## config.mk

```make
export PLATFORM = sky130hd
export DESIGN_NAME = aes_key_expand
export DESIGN_NICKNAME = d
export VERILOG_FILES = /design/src/rtl/aes_key_expand.sv
export SDC_FILE = /design/constraint.sdc
export NUM_CORES = 2
export LEC_CHECK = 0
export CORE_AREA = 2 2 605 607
export CTS_CLUSTER_DIAMETER = 120
export CTS_CLUSTER_SIZE = 28
export DETAILED_ROUTE_END_ITERATION = 10
export DIE_AREA = 0 0 607 609
export PLACE_DENSITY_LB_ADDON = 0.2
export SKIP_CTS_REPAIR_TIMING = 1
export SYNTH_ARGS = -nofsm -noshare
export SYNTH_HDL_FRONTEND = slang
export SYNTH_SLANG_ARGS = --single-unit
```

## constraint.sdc

```tcl
create_clock -name clk -period 6.8 [get_ports clk]
set_input_delay 1.7 -clock clk [delete_from_list [all_inputs] [get_ports clk]]
set_output_delay 1.7 -clock clk [all_outputs]
set_load 0.02 [all_outputs]
```

## src/rtl/aes_key_expand.sv

```systemverilog
// AES-128 key schedule, one word per clock.
// Expands a 128-bit cipher key into the 44-word schedule (11 round keys).
// Previously written words are read back from the round-key register
// itself, so no separate word storage is needed.
module aes_key_expand (
  input  logic          clk,
  input  logic          resetn,
  input  logic [127:0]  key_in,
  input  logic          start,
  output logic          busy,
  output logic          done,
  output logic          key_valid,
  output logic [1407:0] roundkey
);

  typedef enum logic [0:0] {
    ST_IDLE   = 1'b0,
    ST_EXPAND = 1'b1
  } state_t;

  // Forward AES S-box, entry 0 in the most significant byte.
  localparam logic [2047:0] SBOX_TABLE = {
    128'h637c777bf26b6fc53001672bfed7ab76,
    128'hca82c97dfa5947f0add4a2af9ca472c0,
    128'hb7fd9326363ff7cc34a5e5f171d83115,
    128'h04c723c31896059a071280e2eb27b275,
    128'h09832c1a1b6e5aa0523bd6b329e32f84,
    128'h53d100ed20fcb15b6acbbe394a4c58cf,
    128'hd0efaafb434d338545f9027f503c9fa8,
    128'h51a3408f929d38f5bcb6da2110fff3d2,
    128'hcd0c13ec5f974417c4a77e3d645d1973,
    128'h60814fdc222a908846eeb814de5e0bdb,
    128'he0323a0a4906245cc2d3ac629195e479,
    128'he7c8376d8dd54ea96c56f4ea657aae08,
    128'hba78252e1ca6b4c6e8dd741f4bbd8b8a,
    128'h703eb5664803f60e613557b986c11d9e,
    128'he1f8981169d98e949b1e87e9ce5528df,
    128'h8ca1890dbfe6426841992d0fb054bb16
  };

  state_t         state_r, state_s;
  logic [5:0]     i_r, i_s;
  logic [1407:0]  rk_r, rk_s;
  logic           done_r, done_s;
  logic           kv_r, kv_s;
  logic [31:0]    w_prev_s, w_back_s, rot_s, temp_s, w_new_s;

  // Byte substitution through the S-box table.
  function automatic logic [7:0] sbox(input logic [7:0] b);
    logic [10:0] idx;
    idx  = 11'd2047 - {b, 3'b000};
    sbox = SBOX_TABLE[idx -: 8];
  endfunction

  // SubWord: four parallel S-box lookups.
  function automatic logic [31:0] subword(input logic [31:0] w);
    subword = {sbox(w[31:24]), sbox(w[23:16]), sbox(w[15:8]), sbox(w[7:0])};
  endfunction

  // Round constant for schedule round n (n = i/4).
  function automatic logic [7:0] rcon(input logic [3:0] n);
    case (n)
      4'd1:    rcon = 8'h01;
      4'd2:    rcon = 8'h02;
      4'd3:    rcon = 8'h04;
      4'd4:    rcon = 8'h08;
      4'd5:    rcon = 8'h10;
      4'd6:    rcon = 8'h20;
      4'd7:    rcon = 8'h40;
      4'd8:    rcon = 8'h80;
      4'd9:    rcon = 8'h1b;
      4'd10:   rcon = 8'h36;
      default: rcon = 8'h00;
    endcase
  endfunction

  // Bit offset of the low end of word k: round k/4, word k%4 counted from the top.
  function automatic logic [10:0] word_off(input logic [5:0] k);
    word_off = {k[5:2], 7'b0000000} + 11'd96 - {4'b0000, k[1:0], 5'b00000};
  endfunction

  // Next schedule word from w[i-1] and w[i-4] read back out of the register.
  always_comb begin
    w_prev_s = rk_r[word_off(i_r - 6'd1) +: 32];
    w_back_s = rk_r[word_off(i_r - 6'd4) +: 32];
    rot_s    = {w_prev_s[23:0], w_prev_s[31:24]};
    if (i_r[1:0] == 2'b00) begin
      temp_s = subword(rot_s) ^ {rcon(i_r[5:2]), 24'h000000};
    end else begin
      temp_s = w_prev_s;
    end
    w_new_s = w_back_s ^ temp_s;
  end

  // Next-state and next-output decode for the IDLE/EXPAND controller.
  always_comb begin
    state_s = state_r;
    i_s     = i_r;
    rk_s    = rk_r;
    done_s  = 1'b0;
    kv_s    = kv_r;
    case (state_r)
      ST_IDLE: begin
        if (start) begin
          rk_s    = {{1280{1'b0}}, key_in};
          i_s     = 6'd4;
          kv_s    = 1'b0;
          state_s = ST_EXPAND;
        end else begin
          state_s = ST_IDLE;
        end
      end
      ST_EXPAND: begin
        rk_s[word_off(i_r) +: 32] = w_new_s;
        if (i_r == 6'd43) begin
          done_s  = 1'b1;
          kv_s    = 1'b1;
          i_s     = 6'd4;
          state_s = ST_IDLE;
        end else begin
          i_s     = i_r + 6'd1;
        end
      end
      default: begin
        state_s = ST_IDLE;
        i_s     = 6'd4;
      end
    endcase
  end

  // State and output registers; synchronous active-low reset clears everything.
  always_ff @(posedge clk) begin
    if (!resetn) begin
      state_r <= ST_IDLE;
      i_r     <= 6'd4;
      rk_r    <= {1408{1'b0}};
      done_r  <= 1'b0;
      kv_r    <= 1'b0;
    end else begin
      state_r <= state_s;
      i_r     <= i_s;
      rk_r    <= rk_s;
      done_r  <= done_s;
      kv_r    <= kv_s;
    end
  end

  assign busy      = (state_r == ST_EXPAND);
  assign done      = done_r;
  assign key_valid = kv_r;
  assign roundkey  = rk_r;

endmodule
```

==> tab_implementation.tex <==
\begin{tabular}{lr}
\hline
Metric & Value \\
\hline
\multicolumn{2}{l}{\textbf{Status}} \\
Status & finished, violations left \\
Violations in the final reports & max-capacitance violations, max-slew violations, negative setup slack \\
\multicolumn{2}{l}{\textbf{Route}} \\
DRT Wirelength & 761 mm \\
Met3 WL post-DR & 92.6 mm \\
Mean routed wirelength per cell & 47.6 µm \\
Detailed Routing Iterations Pass 1 & 8 \\
Top routing layer used & met5 \\
DRC errors left & 0 \\
Violation count after the first detailed-routing iteration & 15727 \\
Number of antenna-violating nets in the routed design & 0 \\
Routed vias/inst & 6.31 \\
Length of routed met2 wiring & 325 mm \\
Routed via count & 100828 \\
Routed metal-1 wirelength & 284 mm \\
\multicolumn{2}{l}{\textbf{Critical path}} \\
Type of destination of the critical path & flip-flop \\
Cell-by-cell trace of the critical path & inv\_1 > ha\_4 > buf\_12 > buf\_12 > mux4\_2 > mux2i\_1 > mux2\_2 > o32a\_1 > nand2\_1 > buf\_4 > ha\_1 > buf\_4 > inv\_1 > nor2\_1 > o31ai\_1 > nor4\_1 > or4\_1 > or3\_1 > a31oi\_1 > buf\_4 > xor2\_4 > buf\_12 > a22o\_1 \\
CP startpoint kind & flip-flop \\
Critical path data required time & 7.61 ns \\
Critical-path top delay cell & sky130\_fd\_sc\_hd\_\_or4\_1 \\
WP data arrival & 7.65 ns \\
Capturing point of the worst reg2reg path & roundkey[1242]\$\_SDFFE\_PN0P\_ \\
Reg2reg path depth & 23 \\
Startpoint of the most critical register-to-register path & i\_r[1]\$\_SDFFE\_PN0N\_ \\
Class of the most critical setup path & flip-flop to flip-flop \\
CP max FO & 44 \\
Max incr delay on CP & 0.60 ns \\
R2r setup slk & -0.04 ns \\
\multicolumn{2}{l}{\textbf{Finish}} \\
Fraction of final layout cells sized beyond drive strength 1 & 19.0\% \\
Final std cells w/o fill & 15981 \\
Final Cell Area & 116000 µm² \\
Fin nets & 11285 \\
Area Overhead vs Synth & 36.3\% \\
\multicolumn{2}{l}{\textbf{Die}} \\
Placeable core area & 364000 µm² \\
Chip height & 609 µm \\
Starting Density & 23.3\% \\
DIE WIDTH & 607 µm \\
Die outline area & 370000 µm² \\
\# rows & 222 \\
Number of I/O pins & 1542 \\
\multicolumn{2}{l}{\textbf{Hold path}} \\
End point of the most critical hold path & key\_valid\$\_SDFFE\_PN0P\_ \\
Instance count along the most critical hold path & 2 \\
Launch instance of the worst min-delay path & key\_valid\$\_SDFFE\_PN0P\_ \\
Kind of path behind the tightest hold check & flip-flop to flip-flop \\
\multicolumn{2}{l}{\textbf{Yosys}} \\
Post-synth top area share & 33.6\% \\
Most frequent cells after synthesis & 1451 x sky130\_fd\_sc\_hd\_\_nand2\_1, 1425 x sky130\_fd\_sc\_hd\_\_dfxtp\_1, 1214 x sky130\_fd\_sc\_hd\_\_o21ai\_0, 601 x sky130\_fd\_sc\_hd\_\_clkbuf\_1, 568 x sky130\_fd\_sc\_hd\_\_mux4\_2 \\
Cells after Synth & 9410 \\
Synth Cell Area & 84900 µm² \\
Cell type with the highest aggregate area in the netlist & sky130\_fd\_sc\_hd\_\_dfxtp\_1 \\
Main synth FF type & sky130\_fd\_sc\_hd\_\_dfxtp\_1 \\
Number of storage elements in the synthesis netlist & 1425 \\
Total nets after synthesis & 9611 \\
Post-synthesis compound-gate area fraction & 25.3\% \\
Xor and xnor area share after synthesis & 0.749\% \\
Proportion of register bits with asynchronous set or reset after synthesis & 0\% \\
Most numerous cell in the Yosys netlist & sky130\_fd\_sc\_hd\_\_nand2\_1 \\
Number of library cell types mapped by synthesis & 112 \\
Post-Syn Area per Cell & 9.02 µm² \\
Cells taking the most area after synthesis & sky130\_fd\_sc\_hd\_\_dfxtp\_1 34\%, sky130\_fd\_sc\_hd\_\_mux4\_2 15\%, sky130\_fd\_sc\_hd\_\_o21ai\_0 7.2\% \\
Area share of fa/ha/maj cells after synthesis & 1.03\% \\
Post-Synth Simple-Gate Area & 12.8\% \\
Multiplexer share of the synthesized area & 20.5\% \\
Largest family of logic cells by synthesized area & compound AO/OA/AOI/OAI gates \\
Number of enable flip-flop cells after synthesis & 0 \\
Count of yosys warnings during synthesis & 0 \\
Proportion of synthesized chip area in sequential cells & 33.6\% \\
\multicolumn{2}{l}{\textbf{Timing}} \\
Final setup vio count & 17 \\
Total negative slack for setup checks & -0.313 ns \\
Setup slack after layout & -0.0403 ns \\
Timing-limited maximum frequency & 0.146 GHz \\
Final worst clock skew & 0.161 ns \\
Min Clock Period, post-route & 6.84 ns \\
Number of hold violations in the final report & 0 \\
Pins over their slew limit & 2 \\
Slew margin rel. & -4.46\% \\
Final cycle utilization of the critical path & 101\% \\
Unrepaired setup endpoints after global routing & true \\
Transition at the pin with the smallest max-transition slack & 1.56 ns \\
\multicolumn{2}{l}{\textbf{Pwr}} \\
Maximum VDD drop & 0.214 mV \\
Power after layout & 23.5 mW \\
Leak Pwr & 38.8 nW \\
Internal & 13.5 mW \\
Proportion of total power due to net switching & 42.5\% \\
Clock Power Share & 26.0\% \\
Sw Pwr & 9.99 mW \\
Pwr per Cell Area & 203 nW/µm² \\
Combinational cell fraction of total power & 37.7\% \\
Share of total power in sequential cells & 36.3\% \\
\multicolumn{2}{l}{\textbf{Global routing}} \\
Antenna violations before repair & 94 \\
Gr ovfl total & 0 \\
Via count of the first global-routing pass & 91662 \\
First-pass GRT wire length & 975 mm \\
Aggregate global-route resource usage & 39.4\% \\
Pin count of the biggest net entering global routing & 77 \\
\multicolumn{2}{l}{\textbf{Clocking}} \\
Total number of clock tree sinks & 1425 \\
Clock tree from TritonCTS & done \\
Total clock buffers created by CTS & 80 \\
Post-CTS clock slew at the launch and capture registers of the worst setup and hold paths & 0.11 ns \\
Number of buffers on the longest clock path & 4 \\
Later-pin clock latency in the skew report & 0.96 ns \\
Depth of the CTS H-tree & 3 \\
CTS root buf & sky130\_fd\_sc\_hd\_\_clkbuf\_16 \\
\multicolumn{2}{l}{\textbf{Placement}} \\
Number of placed instances with taps included & 15800 \\
Quantity of I/O buffers inserted on ports & 1541 \\
Routability Congestion & 1.04 \\
Post-placement worst setup slack & -0.681 ns \\
Post-DP HPWL & 588 mm \\
Standard cell area after detailed placement & 112000 µm² \\
\multicolumn{2}{l}{\textbf{Job}} \\
Maxcap violations & 2 \\
\hline
\end{tabular}
## cells in the final DEF, fill, tap and decap left out, types with 172 or more instances in the layout
master / netlist / layout
sky130_fd_sc_hd__a22o_1: 380 / 380
sky130_fd_sc_hd__nand2_1: 1451 / 1407
sky130_fd_sc_hd__nand3_1: 174 / 172
sky130_fd_sc_hd__mux2i_1: 344 / 341
sky130_fd_sc_hd__nor2_1: 370 / 338
sky130_fd_sc_hd__buf_4: 72 / 922
sky130_fd_sc_hd__clkdlybuf4s50_1: 0 / 1540
sky130_fd_sc_hd__o21ai_0: 1214 / 1205
sky130_fd_sc_hd__dfxtp_1: 1425 / 1421
sky130_fd_sc_hd__mux4_2: 568 / 568
sky130_fd_sc_hd__a21oi_1: 520 / 484
## per-stage QoR
stage,hold slack [ns],util (%)
after CTS,0.489,31.6
after detailed placement,0.476,30.9
final,0.485,31.8
after floorplan,0.535,-
after global routing,0.503,31.8
after global placement,0.472,30.9
## routing by layer
layer	up-vias	global-route usage, %
met5	-	0.248
met1	51906	48.3
met4	30	23.9
met2	8169	59.2
met3	1645	13.4
li1	39078	-
## kinds of logic (layout without fill, tap and decap cells)
group	Yosys count	in the layout
DFF	1425	1425
xor gates and xnor gates	70	70
adders and majority gates	70	70
other	0	43
buffers and inverters	1070	2781
AOI/OAI and AO/OA	3287	3287
muxes	1003	1003
and+or+nand+nor	2485	2486
## power groups by stage
stage	sequential (mW)	clock (mW)	combinational [mW]
2_1_floorplan	8.72	0	3.33
3_3_place_gp	8.72	0	8.55
3_5_place_dp	8.72	0	8.45
4_1_cts	8.53	6.13	8.48
5_1_grt	8.54	6.35	8.87
6_report	8.54	6.11	8.88
## worst max path at each step
stage | start | end | cells past startpoint
2_1_floorplan | i_r[1]$_SDFFE_PN0N_ | roundkey[1242]$_SDFFE_PN0P_ | 29
3_3_place_gp | i_r[1]$_SDFFE_PN0N_ | roundkey[195]$_SDFFE_PN0P_ | 25
3_5_place_dp | i_r[1]$_SDFFE_PN0N_ | roundkey[803]$_SDFFE_PN0P_ | 25
4_1_cts | i_r[1]$_SDFFE_PN0N_ | roundkey[1219]$_SDFFE_PN0P_ | 25
5_1_grt | i_r[1]$_SDFFE_PN0N_ | roundkey[1055]$_SDFFE_PN0P_ | 23
6_report | i_r[1]$_SDFFE_PN0N_ | roundkey[1242]$_SDFFE_PN0P_ | 23
## worst max-delay path, delay by kind of cell, from the launching register on
family | cells | cell delay (ns)
simple gates | 5 | 1.33
mux | 3 | 1.30
fa+ha+maj | 2 | 0.73
buf+inv | 8 | 1.71
compound gates | 4 | 0.96
xor+xnor | 1 | 0.18
flops | 1 | 0.44
## state kept, by name, indices dropped and copies added (netlist names), named ones only
| signal | count |
|---|---|
| busy | 1 |
| done | 1 |
| i_r | 6 |
| roundkey | 1408 |
| key_valid | 1 |
## layout make-up
type	count	area, µm²
fill	37826	248000
multi-input combinational	6916	53000
sequential	1425	28500
timing repair buffer	2601	25100
tap	4816	6030
clock buffer	87	2120
clock inverter	33	538
inverter	60	238
antenna	43	108
No activity file was read; power rests on OpenSTA's default activity.
